===== config.mk =====
export PLATFORM = sky130hd
export DESIGN_NAME = exwb_sched_pipe
export DESIGN_NICKNAME = d
export VERILOG_FILES = /design/src/rtl/exwb_pkg.sv /design/src/rtl/exwb_sched_pipe_lat_pipe.sv /design/src/rtl/exwb_sched_pipe.sv
export SDC_FILE = /design/constraint.sdc
export NUM_CORES = 2
export LEC_CHECK = 0
export BUFFER_PORTS_ARGS = -buffer_cell sky130_fd_sc_hd__buf_2
export CORE_MARGIN = 1.5
export CORE_UTILIZATION = 50
export DETAILED_ROUTE_END_ITERATION = 6
export PLACE_DENSITY = 0.66
export SLEW_MARGIN = 5
export SYNTH_ARGS = -nofsm -noshare
export SYNTH_HDL_FRONTEND = slang
export SYNTH_SLANG_ARGS = --single-unit

===== constraint.sdc =====
create_clock -name clk -period 23.6 [get_ports clk]
set_input_delay 1.18 -clock clk [delete_from_list [all_inputs] [get_ports clk]]
set_output_delay 1.18 -clock clk [all_outputs]
set_load 0.01 [all_outputs]

===== src/rtl/exwb_pkg.sv =====
// Shared opcode encodings and helpers for the execute/writeback stage.
package exwb_pkg;

    localparam logic [2:0] OP_NOP  = 3'b000;
    localparam logic [2:0] OP_ADD  = 3'b001;
    localparam logic [2:0] OP_MUL  = 3'b010;
    localparam logic [2:0] OP_ADDI = 3'b011;

    function automatic int idx_w(input int n);
        return (n > 1) ? $clog2(n) : 1;
    endfunction

    // Sign-extends the low w bits of v to 64 bits; callers truncate to their width.
    function automatic logic [63:0] sext(input logic [63:0] v, input int w);
        logic signed [63:0] t;
        t = $signed(v << (64 - w));
        return $unsigned(t >>> (64 - w));
    endfunction

endpackage


===== src/rtl/exwb_sched_pipe_lat_pipe.sv =====
// Fixed-depth result pipeline carrying {valid, rd, data}; reset drops everything in flight.
module lat_pipe #(
    parameter int DEPTH = 1,
    parameter int RW    = 5,
    parameter int DW    = 32
) (
    input  logic          clk,
    input  logic          rst,
    input  logic          in_valid_i,
    input  logic [RW-1:0] in_rd_i,
    input  logic [DW-1:0] in_data_i,
    output logic          out_valid_o,
    output logic [RW-1:0] out_rd_o,
    output logic [DW-1:0] out_data_o
);

    logic [DEPTH-1:0] v_q;
    logic [RW-1:0]    rd_q [DEPTH];
    logic [DW-1:0]    d_q  [DEPTH];

    always_ff @(posedge clk or negedge rst) begin
        if (!rst) begin
            v_q <= '0;
            for (int i = 0; i < DEPTH; i++) begin
                rd_q[i] <= '0;
                d_q[i]  <= '0;
            end
        end else begin
            v_q[0]  <= in_valid_i;
            rd_q[0] <= in_rd_i;
            d_q[0]  <= in_data_i;
            for (int i = 1; i < DEPTH; i++) begin
                v_q[i]  <= v_q[i-1];
                rd_q[i] <= rd_q[i-1];
                d_q[i]  <= d_q[i-1];
            end
        end
    end

    assign out_valid_o = v_q[DEPTH-1];
    assign out_rd_o    = rd_q[DEPTH-1];
    assign out_data_o  = d_q[DEPTH-1];

endmodule


===== src/rtl/exwb_sched_pipe.sv =====
// Execute/writeback stage: ADD/ADDI/MUL pipelines, RAW/WAW scoreboard, writeback slot ring.
// Build option EXWB_BYPASS_EN forwards the current writeback into operand reads and hazard checks.
module exwb_sched_pipe
    import exwb_pkg::*;
#(
    parameter int WIDTH   = 32,
    parameter int NREG    = 32,
    parameter int IMM_W   = 12,
    parameter int ADD_LAT = 1,
    parameter int MUL_LAT = 4
) (
    input  logic                       clk,
    input  logic                       rst,
    input  logic                       in_valid,
    output logic                       in_ready,
    input  logic [2:0]                 opcode,
    input  logic [idx_w(NREG)-1:0]     rs1,
    input  logic [idx_w(NREG)-1:0]     rs2,
    input  logic [idx_w(NREG)-1:0]     rd,
    input  logic [IMM_W-1:0]           imm,
    output logic                       wb_valid,
    output logic [idx_w(NREG)-1:0]     wb_rd,
    output logic [WIDTH-1:0]           wb_data,
    output logic                       busy,
    output logic                       illegal_op,
    input  logic [idx_w(NREG)-1:0]     dbg_addr,
    output logic [WIDTH-1:0]           dbg_data
);

    localparam int RW = idx_w(NREG);

    logic [WIDTH-1:0]   rf_q [NREG];
    logic [NREG-1:0]    pend_q, pend_d, pend_eff, wb_clr;
    // slot_q[k]: a writeback is booked for the cycle k edges from now (k=0 is this cycle)
    logic [MUL_LAT-1:0] slot_q, slot_d;
    logic [MUL_LAT:0]   slot_ext;
    logic               run_q, ill_q;

    logic is_add, is_mul, is_addi, uses_rs1, uses_rs2, writes;
    logic slot_hit, stall, acc, add_push, mul_push;
    logic [WIDTH-1:0] op_a, op_b, imm_ext, add_res, mul_res;
    logic             a_v, m_v;
    logic [RW-1:0]    a_rd, m_rd;
    logic [WIDTH-1:0] a_d, m_d;

    assign is_add   = (opcode == OP_ADD);
    assign is_mul   = (opcode == OP_MUL);
    assign is_addi  = (opcode == OP_ADDI);
    assign uses_rs1 = is_add | is_mul | is_addi;
    assign uses_rs2 = is_add | is_mul;
    assign writes   = uses_rs1 & (rd != '0);

    always_comb begin
        wb_clr = '0;
        if (wb_valid) wb_clr[wb_rd] = 1'b1;
`ifdef EXWB_BYPASS_EN
        pend_eff = pend_q & ~wb_clr;
`else
        pend_eff = pend_q;
`endif
        // MUL never collides: nothing is ever booked MUL_LAT cycles out before this edge
        slot_ext = {1'b0, slot_q};
        slot_hit = (is_add | is_addi) & writes & slot_ext[ADD_LAT];
        stall    = (uses_rs1 & pend_eff[rs1]) | (uses_rs2 & pend_eff[rs2])
                 | (writes & pend_eff[rd]) | slot_hit;
        in_ready = run_q & ~stall;
    end

    always_comb begin
        op_a = (rs1 == '0) ? '0 : rf_q[rs1];
        op_b = (rs2 == '0) ? '0 : rf_q[rs2];
`ifdef EXWB_BYPASS_EN
        if (wb_valid && (wb_rd == rs1) && (rs1 != '0)) op_a = wb_data;
        if (wb_valid && (wb_rd == rs2) && (rs2 != '0)) op_b = wb_data;
`endif
    end

    assign imm_ext = WIDTH'(sext(64'(imm), IMM_W));
    assign add_res = op_a + (is_addi ? imm_ext : op_b);
    assign mul_res = op_a * op_b;

    assign acc      = in_valid & in_ready;
    assign add_push = acc & writes & (is_add | is_addi);
    assign mul_push = acc & writes & is_mul;

    lat_pipe #(.DEPTH(ADD_LAT), .RW(RW), .DW(WIDTH)) u_add_pipe (
        .clk(clk), .rst(rst),
        .in_valid_i(add_push), .in_rd_i(rd), .in_data_i(add_res),
        .out_valid_o(a_v), .out_rd_o(a_rd), .out_data_o(a_d)
    );

    lat_pipe #(.DEPTH(MUL_LAT), .RW(RW), .DW(WIDTH)) u_mul_pipe (
        .clk(clk), .rst(rst),
        .in_valid_i(mul_push), .in_rd_i(rd), .in_data_i(mul_res),
        .out_valid_o(m_v), .out_rd_o(m_rd), .out_data_o(m_d)
    );

    always_comb begin
        wb_valid = a_v | m_v;
        wb_rd    = '0;
        wb_data  = '0;
        if (a_v) begin
            wb_rd   = a_rd;
            wb_data = a_d;
        end else if (m_v) begin
            wb_rd   = m_rd;
            wb_data = m_d;
        end
    end

    always_comb begin
        slot_d = slot_q >> 1;
        if (add_push) slot_d[ADD_LAT-1] = 1'b1;
        if (mul_push) slot_d[MUL_LAT-1] = 1'b1;
        pend_d = pend_q & ~wb_clr;
        if (add_push | mul_push) pend_d[rd] = 1'b1;
    end

    always_ff @(posedge clk or negedge rst) begin
        if (!rst) begin
            run_q  <= 1'b0;
            ill_q  <= 1'b0;
            pend_q <= '0;
            slot_q <= '0;
            for (int i = 0; i < NREG; i++) rf_q[i] <= '0;
        end else begin
            run_q  <= 1'b1;
            pend_q <= pend_d;
            slot_q <= slot_d;
            if (acc && opcode[2]) ill_q <= 1'b1;
            if (wb_valid) rf_q[wb_rd] <= wb_data;
        end
    end

    assign busy       = (|pend_q) | (|slot_q);
    assign illegal_op = ill_q;
    assign dbg_data   = rf_q[dbg_addr];

endmodule


==> flow_metrics.env <==
export IMPL_status="complete, no violations"
export IMPL_cpMaxStageDelayCell="buf_4"
export IMPL_critPathRequiredTime_ns=24.23
export IMPL_drt_first_iter_violations=8284
export IMPL_die_width_um=415
export IMPL_p_leak_nw=40.7
export IMPL_async_flop_share=1.00
export IMPL_clock_path_buffers=3
export IMPL_synth_edf_count=0
export IMPL_drt_wl_total_um=290000
export IMPL_crit_start="rs2[0]"
export IMPL_ys_ff_latch=1244
export IMPL_seq_area_frac_synth=0.366
export IMPL_synth_common_cells="dfrtp_1, mux4_2, nor2_1"
export IMPL_syn_area_per_cell_um2=11.4
export IMPL_port_buffers=110
export IMPL_cp_common_cell="fa_1"
export IMPL_r2r_end="u_mul_pipe.d_q[126]"
export IMPL_first_pass_iters=6
export IMPL_fin_crit_ns=12.61
export IMPL_synth_largest_area_cell="dfrtp_1"
export IMPL_die_h_um=415
export IMPL_grtUsageTotal=0.340
export IMPL_setup_viol=0
export IMPL_htree_levels=4
export IMPL_max_freq_ghz=0.0793
export IMPL_drv_slew=0
export IMPL_power_mw=5.32
export IMPL_skew_ns=0.0341
export IMPL_synthMostInstantiatedCell="dfrtp_1"
export IMPL_cts_resized=0
export IMPL_cp_top_family="buffers and inverters"
export IMPL_dpl_hpwl_um=179000
export IMPL_syn_nets=8037
export IMPL_drive_gt1_frac=0.222
export IMPL_relSlewSlack=0.173
export IMPL_post_cts_buffers=0
export IMPL_hold_violations=0
export IMPL_start_kind="input port"
export IMPL_grt_setup_unrepaired="no"
export IMPL_synth_cells=7436
export IMPL_n_fill_cell=14168
export IMPL_crit_reg2reg_launch="rf_q[936]"
export IMPL_max_stage_delay_ns=0.95
export IMPL_worst_slew_pin_slew_ns=1.23
export IMPL_grt_pass1_wl_um=430000
export IMPL_cp_max_fo=56
export IMPL_drc=0
export IMPL_grt_pass1_vias=64201
export IMPL_peakVddDrop_uv=87.4
export IMPL_num_rows=151
export IMPL_path_clk_slew_ns=0.07
export IMPL_crit_type="in2reg"
export IMPL_ant_nets=0
export IMPL_wire_per_inst_um=30.4
export IMPL_num_nets_final=7808
export IMPL_grt_max_degree=158
export IMPL_place_congestion=0.951
export IMPL_grt_overflow=0
export IMPL_reg2reg_slack_ns=13.87
export IMPL_cts_tree="done"
export IMPL_ys_warn_count=0
export IMPL_cts_sinks=1244
export IMPL_synth_cell_types=82
export IMPL_design_die_area_um2=172000
export IMPL_cp_num_buf_inv=9
export IMPL_antenna_found_initial=7
export IMPL_cap_violations=0
export IMPL_crit_cells=33
export IMPL_clkLatencyLatePin_ns=0.81
export IMPL_ctsRootBufferMaster="clkbuf_16"
export IMPL_start_util=0.503
export IMPL_pin_count=111
export IMPL_timing_hold_ws_ns=0.335
export IMPL_syn_area_um2=85000
export IMPL_synth_area_top_cells="dfrtp_1, mux4_2, fa_1, nor2_1, nand2_1"
export IMPL_cts_buffers=142
export IMPL_multiInputGateArea_um2=49200
export IMPL_area_growth_pct=8.44
export IMPL_coreArea_um2=169000
export IMPL_antenna_cells=0
export IMPL_hold_buffers=0
export IMPL_critPathCapture="u_mul_pipe.d_q[126]"
export IMPL_seqCellArea_um2=31100
export IMPL_finalSetupTns_ns=0
export IMPL_cp_end_kind="flop"
export IMPL_vias_per_cell=6.66
export IMPL_finalCritPeriodShare=0.534
export IMPL_hp_class="reg2reg"
export IMPL_cp_data_arrival_time_ns=13.24
export IMPL_worstRegToRegCells=30
export IMPL_vias=63574
export IMPL_powerDensity_nw_per_um2=57.7
export IMPL_synthFlopType="dfrtp_1"
export IMPL_synth_top_cell_area_share=0.366
==> layout make-up <==
type,count,area share
Clock buffer,205,0.0455
Tap cell,2218,0.0301
Clock inverter,54,0.00823
Timing Repair Buffer,276,0.0215
Multi-Input combinational cell,4990,0.534
Inverter,553,0.0226
Sequential cell,1244,0.338
==> worst reg2reg max path, delay by kind of cell (launching register included) <==
kind	cells	cell delay (ns)
buf+inv	4	0.85
fa+ha+maj	9	3.80
mux	2	0.70
flops	1	0.42
compound gates	13	3.49
simple gates	2	0.32
==> worst min-delay path by stage <==
stage | from | end | slack [ns] | depth (start not counted)
after global placement | u_mul_pipe.d_q[65] | u_mul_pipe.d_q[33] | 0.33 | 0
after global routing | u_mul_pipe.d_q[76] | u_mul_pipe.d_q[44] | 0.34 | 0
after CTS | u_mul_pipe.d_q[87] | u_mul_pipe.d_q[55] | 0.33 | 0
after detailed placement | u_mul_pipe.d_q[66] | u_mul_pipe.d_q[34] | 0.33 | 0
after floorplan | u_mul_pipe.d_q[64] | u_mul_pipe.d_q[32] | 0.33 | 0
final | u_mul_pipe.d_q[87] | u_mul_pipe.d_q[55] | 0.33 | 0
==> registers in the layout, summed over array words and instances, names as in the netlist <==
signal / flops
run_q: 1
u_add_pipe.out_data_o: 32
pend_eff: 32
u_mul_pipe.out_rd_o: 5
u_mul_pipe.d_q: 96
u_mul_pipe.v_q: 4
u_mul_pipe.out_data_o: 32
rf_q: 1024
u_add_pipe.out_valid_o: 1
illegal_op: 1
slot_q: 1
u_mul_pipe.rd_q: 15
==> layout by cell type, fill, tap and decap left out, drive strengths merged, types with 18 or more instances in the layout <==
master  synthesis  final
nor2b          23     23
o22ai          18     18
nand3          35     35
nand2b         38     38
o21ai         571    571
ha            154    154
nor3           31     31
a21oi         605    605
mux2i          41     41
nor2          856    856
clkbuf        439    205
clkinv          7     37
inv           546    552
fa            409    409
and2           19     19
nand2         815    815
xnor2          86     86
dfrtp        1244   1244
or2            33     33
a21o           32     32
mux4          951    951
mux2           46     46
a22oi          58     58
xor2           20     20
buf           210    276
==> report_power, final <==
part           internal [mW]  switching [mW]
Clock                   1.40           0.967
Combinational          0.268           0.378
Sequential              2.23          0.0801
==> logic make-up (layout without fill, tap and decap cells) <==
kind of cell    count (synthesis)  count (layout)  share of synthesized area
other cells                     1               1                  0.0000441
flops                        1244            1244                      0.366
xor+xnor                      108             108                     0.0115
simple gates                 1904            1904                     0.0906
buf+inv                      1202            1088                     0.0602
compound gates               1376            1376                     0.0883
mux                          1038            1038                      0.264
fa+ha+maj                     563             563                      0.119
==> metal layers <==
layer  vias up  wire length, um  part of all wire  global-route usage
met4        10            20100             0.069               0.199
met5         -               54           0.00019                   0
met1     32547           105000              0.36               0.451
met3       940            34700              0.12              0.0929
met2      4295           130000              0.45               0.503
li1      25782                -                 -                   -
==> metrics by stage <==
step | cell area [um^2] | utilization | instances | setup WS [ns]
2_1_floorplan | 85000 | - | 7436 | 13.53
3_3_place_gp | 87200 | 0.516 | 9281 | 10.14
3_5_place_dp | 87200 | 0.516 | 9281 | 10.17
4_1_cts | 92200 | 0.545 | 9540 | 10.94
5_1_grt | 92200 | 0.545 | 9540 | 10.18
6_report | 92200 | 0.545 | 9540 | 10.99
Power figures use the tool's default switching activity.
